--- src/rtl/paddle_game_core.sv ---
// paddle_game_core
//   Ball-and-paddle game engine for the VGA demo. One ball, one player
//   paddle, wall and paddle bounces, a SERVE/PLAY/OVER state machine, a
//   saturating hit counter and a lives counter. Game state advances once per
//   button_clk rising edge; the pixel colour is produced combinationally from
//   the current VGA coordinate and the sprite ROM bits.
//
//   Optional feature macro: PADDLE_GAME_SPEEDUP_EN. When defined, each paddle
//   hit that brings score[2:0] to zero raises the ball's vertical step by one,
//   up to BOX_Y_SPEED_MAX. When undefined the vertical step stays BOX_Y_SPEED.
//
// Ports
//   button_clk            game tick clock, rising edge
//   rst_n                 asynchronous active-low reset
//   button_left/right     active-low paddle movement buttons
//   button_start          active-low serve/restart, falling edge detected
//   x, y                  current pixel coordinate from the VGA timing
//   data_box, data_board  sprite bits at (px,py) and (bx,by)
//   r, g, b               pixel colour
//   px, py                ball sprite address (0 outside the ball)
//   bx, by                paddle sprite address (0 outside the paddle)
//   state                 0=SERVE 1=PLAY 2=OVER
//   score                 paddle hits, saturating
//   lives                 remaining lives
module paddle_game_core #(
  parameter int DRAW_W          = 640,
  parameter int DRAW_H          = 480,
  parameter int BOX_W           = 100,
  parameter int BOX_H           = 100,
  parameter int BOX_X_SPEED     = 1,
  parameter int BOX_Y_SPEED     = 1,
  parameter int BOX_Y_SPEED_MAX = 4,
  parameter int BOARD_Y         = 400,
  parameter int BOARD_H         = 50,
  parameter int BOARD_W         = 100,
  parameter int BOARD_SPEED     = 3,
  parameter int LIVES           = 3,
  parameter int SCORE_W         = 8
) (
  input  logic               button_clk,
  input  logic               rst_n,
  input  logic               button_left,
  input  logic               button_right,
  input  logic               button_start,
  input  logic [15:0]        x,
  input  logic [15:0]        y,
  input  logic               data_box,
  input  logic               data_board,
  output logic [7:0]         r,
  output logic [7:0]         g,
  output logic [7:0]         b,
  output logic [15:0]        px,
  output logic [15:0]        py,
  output logic [15:0]        bx,
  output logic [15:0]        by,
  output logic [1:0]         state,
  output logic [SCORE_W-1:0] score,
  output logic [3:0]         lives
);

  typedef enum logic [1:0] {
    SERVE = 2'd0,
    PLAY  = 2'd1,
    OVER  = 2'd2
  } game_state_t;

  localparam logic [15:0] SERVE_X    = 16'((DRAW_W - BOX_W) / 2);
  localparam logic [15:0] BOARD_X0   = 16'((DRAW_W - BOARD_W) / 2);
  localparam logic [15:0] HIT_Y      = 16'(BOARD_Y - BOX_H);
  localparam logic [15:0] VY_INIT    = 16'(BOX_Y_SPEED);
  localparam logic [3:0]  LIVES_INIT = 4'(LIVES);
  localparam logic [15:0] BOARD_Y_U  = 16'(BOARD_Y);
  localparam logic [15:0] BOARD_H_U  = 16'(BOARD_H);
  localparam logic [16:0] BOX_W_U    = 17'(BOX_W);
  localparam logic [16:0] BOX_H_U    = 17'(BOX_H);
  localparam logic [16:0] BOARD_W_U  = 17'(BOARD_W);
  localparam logic [16:0] BOARD_BOT  = 17'(BOARD_Y + BOARD_H);

  localparam logic signed [16:0] BALL_X_MAX  = 17'(DRAW_W - BOX_W);
  localparam logic signed [16:0] BOARD_X_MAX = 17'(DRAW_W - BOARD_W);
  localparam logic signed [16:0] DRAW_H_S    = 17'(DRAW_H);
  localparam logic signed [16:0] BOX_W_S     = 17'(BOX_W);
  localparam logic signed [16:0] BOX_H_S     = 17'(BOX_H);
  localparam logic signed [16:0] BOARD_Y_S   = 17'(BOARD_Y);
  localparam logic signed [16:0] BOARD_W_S   = 17'(BOARD_W);
  localparam logic signed [16:0] X_STEP      = 17'(BOX_X_SPEED);
  localparam logic signed [16:0] PAD_STEP    = 17'(BOARD_SPEED);

  // With the feature off the step is zero and the ceiling never binds, so the
  // hit path leaves vy untouched while sharing one datapath.
`ifdef PADDLE_GAME_SPEEDUP_EN
  localparam logic [15:0] VY_STEP = 16'd1;
  localparam logic [15:0] VY_CEIL = 16'(BOX_Y_SPEED_MAX);
`else
  localparam logic [15:0] VY_STEP = 16'd0;
  localparam logic [15:0] VY_CEIL =
    16'((BOX_Y_SPEED_MAX > BOX_Y_SPEED) ? BOX_Y_SPEED_MAX : BOX_Y_SPEED);
`endif

  game_state_t        game_state, nxt_state;
  logic [15:0]        ball_x, nxt_ball_x;
  logic [15:0]        ball_y, nxt_ball_y;
  logic               dx_pos, nxt_dx_pos;
  logic               dy_down, nxt_dy_down;
  logic [15:0]        vy, nxt_vy;
  logic [15:0]        board_x, nxt_board_x;
  logic [SCORE_W-1:0] score_cnt, nxt_score;
  logic [3:0]         lives_cnt, nxt_lives;
  logic               start_q;

  logic               start_ev;
  logic signed [16:0] ball_x_s, ball_y_s, board_x_s, vy_s;
  logic signed [16:0] nx, ny, pad_left, pad_right;
  logic               miss, paddle_hit;
  logic [SCORE_W-1:0] score_hit;
  logic [15:0]        vy_bump;
  logic               in_box, in_board;

  assign state = game_state;
  assign score = score_cnt;
  assign lives = lives_cnt;

  // Signed 17-bit views so steps past the left/top edge go negative
  // instead of wrapping.
  assign ball_x_s  = signed'({1'b0, ball_x});
  assign ball_y_s  = signed'({1'b0, ball_y});
  assign board_x_s = signed'({1'b0, board_x});
  assign vy_s      = signed'({1'b0, vy});

  assign start_ev  = start_q & ~button_start;
  assign nx        = dx_pos  ? ball_x_s + X_STEP : ball_x_s - X_STEP;
  assign ny        = dy_down ? ball_y_s + vy_s   : ball_y_s - vy_s;
  assign pad_left  = board_x_s - PAD_STEP;
  assign pad_right = board_x_s + PAD_STEP;

  assign miss       = dy_down && (ny + BOX_H_S >= DRAW_H_S);
  assign paddle_hit = dy_down
                   && (ball_y_s + BOX_H_S <= BOARD_Y_S)
                   && (BOARD_Y_S < ny + BOX_H_S)
                   && (ball_x_s + BOX_W_S > board_x_s)
                   && (ball_x_s < board_x_s + BOARD_W_S);
  assign score_hit  = (score_cnt == '1) ? score_cnt : score_cnt + SCORE_W'(1);
  assign vy_bump    = vy + VY_STEP;

  always_ff @(posedge button_clk or negedge rst_n) begin
    if (!rst_n) begin
      game_state <= SERVE;
      ball_x     <= SERVE_X;
      ball_y     <= '0;
      dx_pos     <= 1'b1;
      dy_down    <= 1'b1;
      vy         <= VY_INIT;
      board_x    <= BOARD_X0;
      score_cnt  <= '0;
      lives_cnt  <= LIVES_INIT;
      start_q    <= 1'b1;
    end else begin
      game_state <= nxt_state;
      ball_x     <= nxt_ball_x;
      ball_y     <= nxt_ball_y;
      dx_pos     <= nxt_dx_pos;
      dy_down    <= nxt_dy_down;
      vy         <= nxt_vy;
      board_x    <= nxt_board_x;
      score_cnt  <= nxt_score;
      lives_cnt  <= nxt_lives;
      start_q    <= button_start;
    end
  end

  always_comb begin
    nxt_state   = game_state;
    nxt_ball_x  = ball_x;
    nxt_ball_y  = ball_y;
    nxt_dx_pos  = dx_pos;
    nxt_dy_down = dy_down;
    nxt_vy      = vy;
    nxt_board_x = board_x;
    nxt_score   = score_cnt;
    nxt_lives   = lives_cnt;

    if (game_state != OVER) begin
      if (!button_left && button_right) begin
        nxt_board_x = (pad_left < 17'sd0) ? '0 : pad_left[15:0];
      end else if (button_left && !button_right) begin
        nxt_board_x = (pad_right > BOARD_X_MAX) ? BOARD_X_MAX[15:0] : pad_right[15:0];
      end
    end

    case (game_state)
      SERVE: begin
        nxt_ball_x = SERVE_X;
        nxt_ball_y = '0;
        if (start_ev) begin
          nxt_state   = PLAY;
          nxt_dx_pos  = 1'b1;
          nxt_dy_down = 1'b1;
        end
      end
      PLAY: begin
        if (miss) begin
          nxt_lives = lives_cnt - 4'd1;
          if (lives_cnt == 4'd1) begin
            nxt_state = OVER;
          end else begin
            nxt_state  = SERVE;
            nxt_ball_x = SERVE_X;
            nxt_ball_y = '0;
          end
        end else begin
          if (nx < 17'sd0) begin
            nxt_ball_x = '0;
            nxt_dx_pos = 1'b1;
          end else if (nx > BALL_X_MAX) begin
            nxt_ball_x = BALL_X_MAX[15:0];
            nxt_dx_pos = 1'b0;
          end else begin
            nxt_ball_x = nx[15:0];
          end

          if (paddle_hit) begin
            nxt_ball_y  = HIT_Y;
            nxt_dy_down = 1'b0;
            nxt_score   = score_hit;
            if (score_hit[2:0] == 3'b000) begin
              nxt_vy = (vy_bump > VY_CEIL) ? VY_CEIL : vy_bump;
            end
          end else if (ny < 17'sd0) begin
            nxt_ball_y  = '0;
            nxt_dy_down = 1'b1;
          end else begin
            nxt_ball_y = ny[15:0];
          end
        end
      end
      OVER: begin
        if (start_ev) begin
          nxt_state   = SERVE;
          nxt_score   = '0;
          nxt_lives   = LIVES_INIT;
          nxt_vy      = VY_INIT;
          nxt_board_x = BOARD_X0;
          nxt_ball_x  = SERVE_X;
          nxt_ball_y  = '0;
        end
      end
      default: nxt_state = SERVE;
    endcase
  end

  assign in_box = ({1'b0, x} >= {1'b0, ball_x})
               && ({1'b0, x} <  {1'b0, ball_x} + BOX_W_U)
               && ({1'b0, y} >= {1'b0, ball_y})
               && ({1'b0, y} <  {1'b0, ball_y} + BOX_H_U);

  assign in_board = ({1'b0, x} >= {1'b0, board_x})
                 && ({1'b0, x} <  {1'b0, board_x} + BOARD_W_U)
                 && (y >= BOARD_Y_U)
                 && ({1'b0, y} < BOARD_BOT);

  assign px = in_box   ? x - ball_x : '0;
  assign py = in_box   ? y - ball_y : '0;
  assign bx = in_board ? x - board_x : '0;
  assign by = in_board ? BOARD_H_U - (y - BOARD_Y_U) : '0;

  // Ball is yellow (red+green) while playable and plain red once the game is over.
  assign r = in_box ? {8{data_box}} : '0;
  assign g = (in_box && game_state != OVER) ? {8{data_box}} : '0;
  assign b = in_board ? {8{data_board}} : '0;

endmodule

--- config.mk ---
export PLATFORM = sky130hd
export DESIGN_NAME = paddle_game_core
export DESIGN_NICKNAME = d
export VERILOG_FILES = /design/src/rtl/paddle_game_core.sv
export SDC_FILE = /design/constraint.sdc
export NUM_CORES = 1
export LEC_CHECK = 0
export ABC_AREA = 1
export BUFFER_PORTS_ARGS = -buffer_cell sky130_fd_sc_hd__buf_2
export CORE_MARGIN = 3
export CORE_UTILIZATION = 25
export CTS_CLUSTER_DIAMETER = 80
export DETAILED_ROUTE_END_ITERATION = 6
export SLEW_MARGIN = 20
export SYNTH_ARGS = -nofsm -noshare
export SYNTH_HDL_FRONTEND = slang
export SYNTH_SLANG_ARGS = --single-unit
--- constraint.sdc ---
create_clock -name button_clk -period 4.66 [get_ports button_clk]
set_input_delay 0.932 -clock button_clk [delete_from_list [all_inputs] [get_ports button_clk]]
set_output_delay 0.932 -clock button_clk [all_outputs]
set_load 0.02 [all_outputs]
# Word level (Yosys, flattened, before mapping)
# Cells that the tools add are included.
# totals
reg_bits	81
inputBits	39
out_inout_bits	102
wordCells	153
# op_classes
addsub	20
magnitude_cmp	19
eq_ne	16
muxes	56
n_bitwise	2
n_reduce_logical	29
# op_table
op	count
$mux W16	26
$add A16 B7 Y17 const B	6
$pmux W16 S3	2
$mux W8	7
$lt A16 B17 Y1	3
$lt A17 B1 Y1 const B	3
$ge A16 B16 Y1	3
$sub A16 B16 Y16	3
$gt A17 B11 Y1 const B	2
$mux W17	2
$pmux W16 S2	1
$ne A2 B2 Y1 const B	9
$add A16 B1 Y17 const B	1
$add A16 B16 Y17	1
$add A16 B2 Y17 const B	1
$add A17 B8 Y17 const B	1
$ge A17 B10 Y1 const B	1
$gt A17 B17 Y1	1
$le A17 B10 Y1 const B	1
$lt A10 B17 Y1 const A	1
$lt A17 B17 Y1	1
$sub A16 B1 Y17 const B	1
$sub A16 B16 Y17	1
$sub A16 B2 Y17 const B	1
31 further kinds	63

# Logic depth before layout (Yosys ltp)
# depth
word_depth	10
depth_mapped	29
mapped_depth_nobuf	28

# Worst setup path before layout
# Ideal clock, no wire load.
# synth_timing
kind	in2out
start	input y[0]
end	output g[1]
arrival_time_ns	3.770
t_required_ns	3.728
slack_ns	-0.042
cell_stages	22
path_buffers	1
cell_sequence	inv_1 ha_1 inv_1 fa_1 nand3_1 nand2_1 nand2_1 nand2_1 nand2_1 nand2_1 nand3_1 nand2_1 nand2_1 nand2_1 nand2_1 nand2_1 o21ai_0 nand2_1 a21o_1 nand3_1 nor3_1 buf_4
# synth_between
elab_chain_cells	5
elab_cells_between_ends	6
classes_between	2 x order compare; 1 x mux; 3 x reduce/logical
# synth_lines
item	line	rtl
start, declared	46	input logic [15:0] y,
$ge A16 B16 Y1	253	&& ({1'b0, y} >= {1'b0, ball_y})
$logic_and A1 B1 Y1	253	
$logic_and A1 B1 Y1 (*)	254	&& ({1'b0, y} < {1'b0, ball_y} + BOX_H_U);
$logic_and A1 B1 Y1 (*)	268	assign g = (in_box && game_state != OVER) ? {8{data_box}} : '0;
$mux W8 (*)	268	
end, declared	50	output logic [7:0] g,
# Every way passes the cells marked *; elsewhere a longest branch is shown, timed or not.

# Worst setup path after layout
# layout_timing
start	register ball_x[2]
end	output py[15]
# layout_between
elab_chain_cells	6
elab_cells_between_ends	7
classes_between	1 x add/sub; 2 x order compare; 1 x mux; 3 x reduce/logical
# layout_lines
item	line	rtl
start, declared	101	logic [15:0] ball_x, nxt_ball_x;
start signal, assigned	159	ball_x <= nxt_ball_x;
$add A16 B7 Y17	252	&& ({1'b0, x} < {1'b0, ball_x} + BOX_W_U)
$lt A16 B17 Y1	252	
$logic_and A1 B1 Y1 (*)	252	
$logic_and A1 B1 Y1 (*)	253	
$logic_and A1 B1 Y1 (*)	254	
$mux W16 (*)	262	assign py = in_box ? y - ball_y : '0;
end, declared	53	output logic [15:0] py,
# Marks and branches as above.

==> flow_results.org <==
** Synth
- Of all flip-flops after synthesis, the portion carrying an async set or reset was 100%.
- Top-count cell post-synth :: sky130_fd_sc_hd__nand2_1
- Cells taking the most area after synthesis :: sky130_fd_sc_hd__ha_1 (18%), sky130_fd_sc_hd__nand2_1 (13%), sky130_fd_sc_hd__dfrtp_1 (12%)
- Sequential cell area fraction in the yosys report :: 14.8%
- Most instantiated flip-flop cell in the synthesis netlist :: sky130_fd_sc_hd__dfrtp_1
- EDFF count, synth :: 0
- In this run, synthesis produced a sequential element count of 67.
- Synth unique cells :: 57
- Netlist area before placement :: 0.0114 mm2
- Mean area per synthesized cell :: 6.50 um2
- Of all cell types, the one taking the most synthesized area is sky130_fd_sc_hd__ha_1.
- Share of Yosys cell area claimed by the top area cell type :: 18.5%
- The Yosys step of the flow raised 0 warnings.
- Ranked by instance count, the synthesized netlist is headed by sky130_fd_sc_hd__nand2_1 (393), sky130_fd_sc_hd__inv_1 (230), sky130_fd_sc_hd__nor2_1 (191).
- Synthesis produced a netlist whose cell count is 1759.

** Worst setup path
- Logic depth of the worst path, buffers included :: 22
- The worst setup path is launched from a flip-flop.
- The worst register-to-register path has a depth of 22.
- In this run the critical register-to-register path is captured at ball_y[7].
- The slowest stage of the critical path is the sky130_fd_sc_hd__dfstp_2 cell.
- The critical path is of the flip-flop to output pin type.
- Reg-to-reg setup timing slack :: 0.51 ns
- Delay contributed by the slowest stage of the critical path :: 0.58 ns
- STA classifies the critical path endpoint as an output pin.
- Of all nets on the critical path, the largest fanout is 8.
- Setup crit end :: py[15]
- Required time worst endpoint :: 3.73 ns
- Crit path from :: ball_x[2]
- The signal on the critical path passes through nand3_2 -> nand2_2 -> inv_2 -> nor2_1 -> inv_1 -> nor2_1 -> inv_1 -> nor2_2 -> inv_1 -> nor2_1 -> xor2_1 -> ha_1 -> nand2_2 -> nor2_4 -> a221oi_2 -> nand3_2 -> nor2_4 -> nand3_4 -> buf_6 -> clkbuf_16 -> nor3_4 -> buf_6.
- The number of buffers and inverters on the critical path is 7.
- Critical path's top delay family :: simple AND/OR/NAND/NOR gates
- Data arrives at the worst endpoint at 3.66 ns.
- The startpoint identified for the worst register-to-register timing path is vy[0].

** Clocking
- After clock tree synthesis, the clock-pin slew on the worst setup and hold paths is 0.07 ns.
- In this run the number of H-tree levels came out at 3.
- The clock net in this run drives a total of 67 sinks.
- TritonCTS clock tree :: yes
- At the later pin of the worst-skew pair, clock insertion delay measures 0.36 ns.
- Clock tree synthesis selected as its root buffer the cell sky130_fd_sc_hd__clkbuf_16.
- CTS buffer count :: 9
- After clock tree synthesis, the flow added hold-fix buffers numbering 0.
- Deepest clock path buffer count :: 2

** Power
- Power Dens Cells :: 327 mW/mm2
- Across the VDD grid, the largest voltage drop is 0.000204 V.
- Summed over all cells, the static leakage comes to 7.24 nW.
- Power comes to 4.76 mW.

** Die
- Measured along the y axis, the die boundary spans 220 um.
- # rows :: 77
- Count of boundary I/O pins :: 141
- Initial Utilization :: 25.6%
- Die W :: 220 um
- DIE AREA :: 0.0483 mm2
- The core region is 0.0447 mm2.

** Route
- Wires add up to 39.8 mm.
- DRC violations left :: 0
- Antenna Nets Post-Route :: 0
- Dividing the detail-routed wire length by the instance count gives 15.7 um.
- In the routed layout, each cell is associated on average with a via count of 4.80.
- Number of detailed-routing iterations run before antenna repair :: 7
- In this run, the number of DRC markers left after iteration 0 of detailed routing was 785.
- DR vias :: 12200

** Global routing
- The number of global-route vias before repair was 11700.
- Entering global routing, the biggest net connects 37 pins.
- Total overflow reported by the global router :: 0
- The first global-routing pass estimated 61.1 mm of wire.
- Number of antenna violations at the first check in global routing :: 0
- GR Util All Layers :: 15.8%

** Timing
- Hold Vio Cnt, Final :: 0
- Fraction of the cycle the final worst path needs :: 98.6%
- RSZ-0062 raised after global routing :: true
- Worst-case headroom to the max-slew limit :: 33.4%
- Setup violations remaining at the end of the flow were counted as 0.
- Timing-limited maximum frequency :: 0.218 GHz
- Maximum clock skew at final layout :: 0.00914 ns
- For the finished layout, the period the worst path requires is 4.59 ns.
- Hold slack final :: 0.507 ns
- After routing, the total negative slack on setup checks comes to 0 ns.
- Final-report max-slew violation count :: 0
- Transition time of the tightest slew-check pin :: 0.998 ns

** Placed design
- Detailed placement finished with a half-perimeter wire length of 31.4 mm.
- Input/output buffers :: 135
- Post-detailed-placement cell area :: 0.0128 mm2
- Final estimated routing congestion in global placement :: 0.910

** Layout
- Summed area of non-filler cells in the final layout :: 0.0145 mm2
- Area growth from synthesis to layout :: 27.1%
- Ratio of cells with drive above 1 in the final layout :: 22.8%
- The net count of the finished layout is 2152.
- The number of antenna diodes in the final layout is 0.

** Status
- The run finished with clean final reports.

** Worst hold path
- Worst min-delay path category :: flip-flop to flip-flop
- Hold wc startpoint :: dy_down

** Run
- Number of max-cap violations :: 0
-- power by group --
| group | switching [mW] | leakage, nW | internal [mW] |
|---|---|---|---|
| clock network | 0.316 | 0.148 | 0.430 |
| registers | 0.145 | 0.861 | 0.688 |
| logic | 1.94 | 6.23 | 1.24 |
| total | 2.40 | 7.24 | 2.35 |
-- repair_timing --
action | CTS | global route
resized for setup | 50 | 210
gates cloned | 2 | 3
buffers inserted | 21 | 27
endpoints found under the setup margin | 71 | 83
pin swaps | 10 | 32
-- metrics by stage --
stage | worst slack (ns) | utilization, % | instances
finish | 0.0666 | 32.5 | 2536
global route | -0.135 | 32.5 | 2536
CTS | 0.0185 | 30.2 | 2507
detailed placement | -0.150 | 28.6 | 2468
global placement | -0.0742 | 28.6 | 2468
floorplan | 0.0975 | - | 1763
-- worst min-delay path by stage --
| stage | cells past startpoint | end | slack (ns) |
|---|---|---|---|
| floorplan | 2 | vy[0] | 0.46 |
| global placement | 2 | dy_down | 0.48 |
| detailed placement | 2 | dy_down | 0.50 |
| CTS | 2 | dy_down | 0.50 |
| global route | 2 | vy[0] | 0.54 |
| finish | 2 | dy_down | 0.51 |
-- cell usage in the layout, fill, tap and decap left out, drive strengths merged, types with 2 or more instances in the layout --
| cell type | instances |
|---|---|
| nor3 | 38 |
| clkinvlp | 4 |
| nand4 | 46 |
| o31ai | 7 |
| nor2 | 205 |
| inv | 246 |
| dfstp | 14 |
| a31oi | 5 |
| a221oi | 3 |
| a211oi | 6 |
| nand2 | 409 |
| xnor2 | 33 |
| or2 | 2 |
| dfrtp | 53 |
| buf | 211 |
| o21ai | 91 |
| o221ai | 7 |
| o211ai | 2 |
| and2 | 4 |
| a21boi | 6 |
| a21o | 8 |
| clkbuf | 13 |
| fa | 5 |
| a2bb2oi | 2 |
| o22ai | 5 |
| a21oi | 103 |
| clkinv | 7 |
| ha | 169 |
| conb | 5 |
| a22oi | 2 |
| xor2 | 80 |
| nor3b | 4 |
| nand3 | 116 |
| o21bai | 8 |
| nor4 | 11 |
| o2111ai | 4 |
| o21a | 4 |
-- tightest hold or removal path, cell delays in order (launching register included) --
cell and delay [ns]:
sky130_fd_sc_hd__dfstp_2 0.39, sky130_fd_sc_hd__nand2_1 0.06, sky130_fd_sc_hd__nand2_1 0.05
-- cell type report --
class,count,area [um2]
Inverter,252,967
Tap cell,592,741
Timing Repair Buffer,214,1680
Fill cell,4882,30200
Multi-Input combinational cell,1395,9140
Clock buffer,10,239
Clock inverter,6,65.1
Sequential cell,67,1700
-- flip-flops by register name (all words and copies together) (netlist names) --
name,cells
dy_down,1
state,2
ball_y,16
lives,4
vy,2
score,8
ball_x,16
dx_pos,1
board_x,16
start_q,1
-- per-layer routing --
layer | track usage (%) | vias up | wire length (um)
li1 | - | 6157 | -
met1 | 20.7 | 5645 | 17800
met2 | 27.4 | 312 | 19100
met3 | 2.12 | 50 | 2170
met4 | 3.99 | 0 | 785
met5 | 0 | - | 0
-- logic make-up (layout without fill, tap and decap cells) --
group           Yosys count  in the layout  share of synthesized area, %
simple gates            839            839                          32.3
other cells               1              5                        0.0328
xor+xnor                113            113                          8.66
fa+ha+maj               174            174                          19.4
flops                    67             67                          14.8
compound gates          264            264                          13.7
buf+inv                 301            482                          11.1
Note: power is estimated with default switching activity, not from simulation.
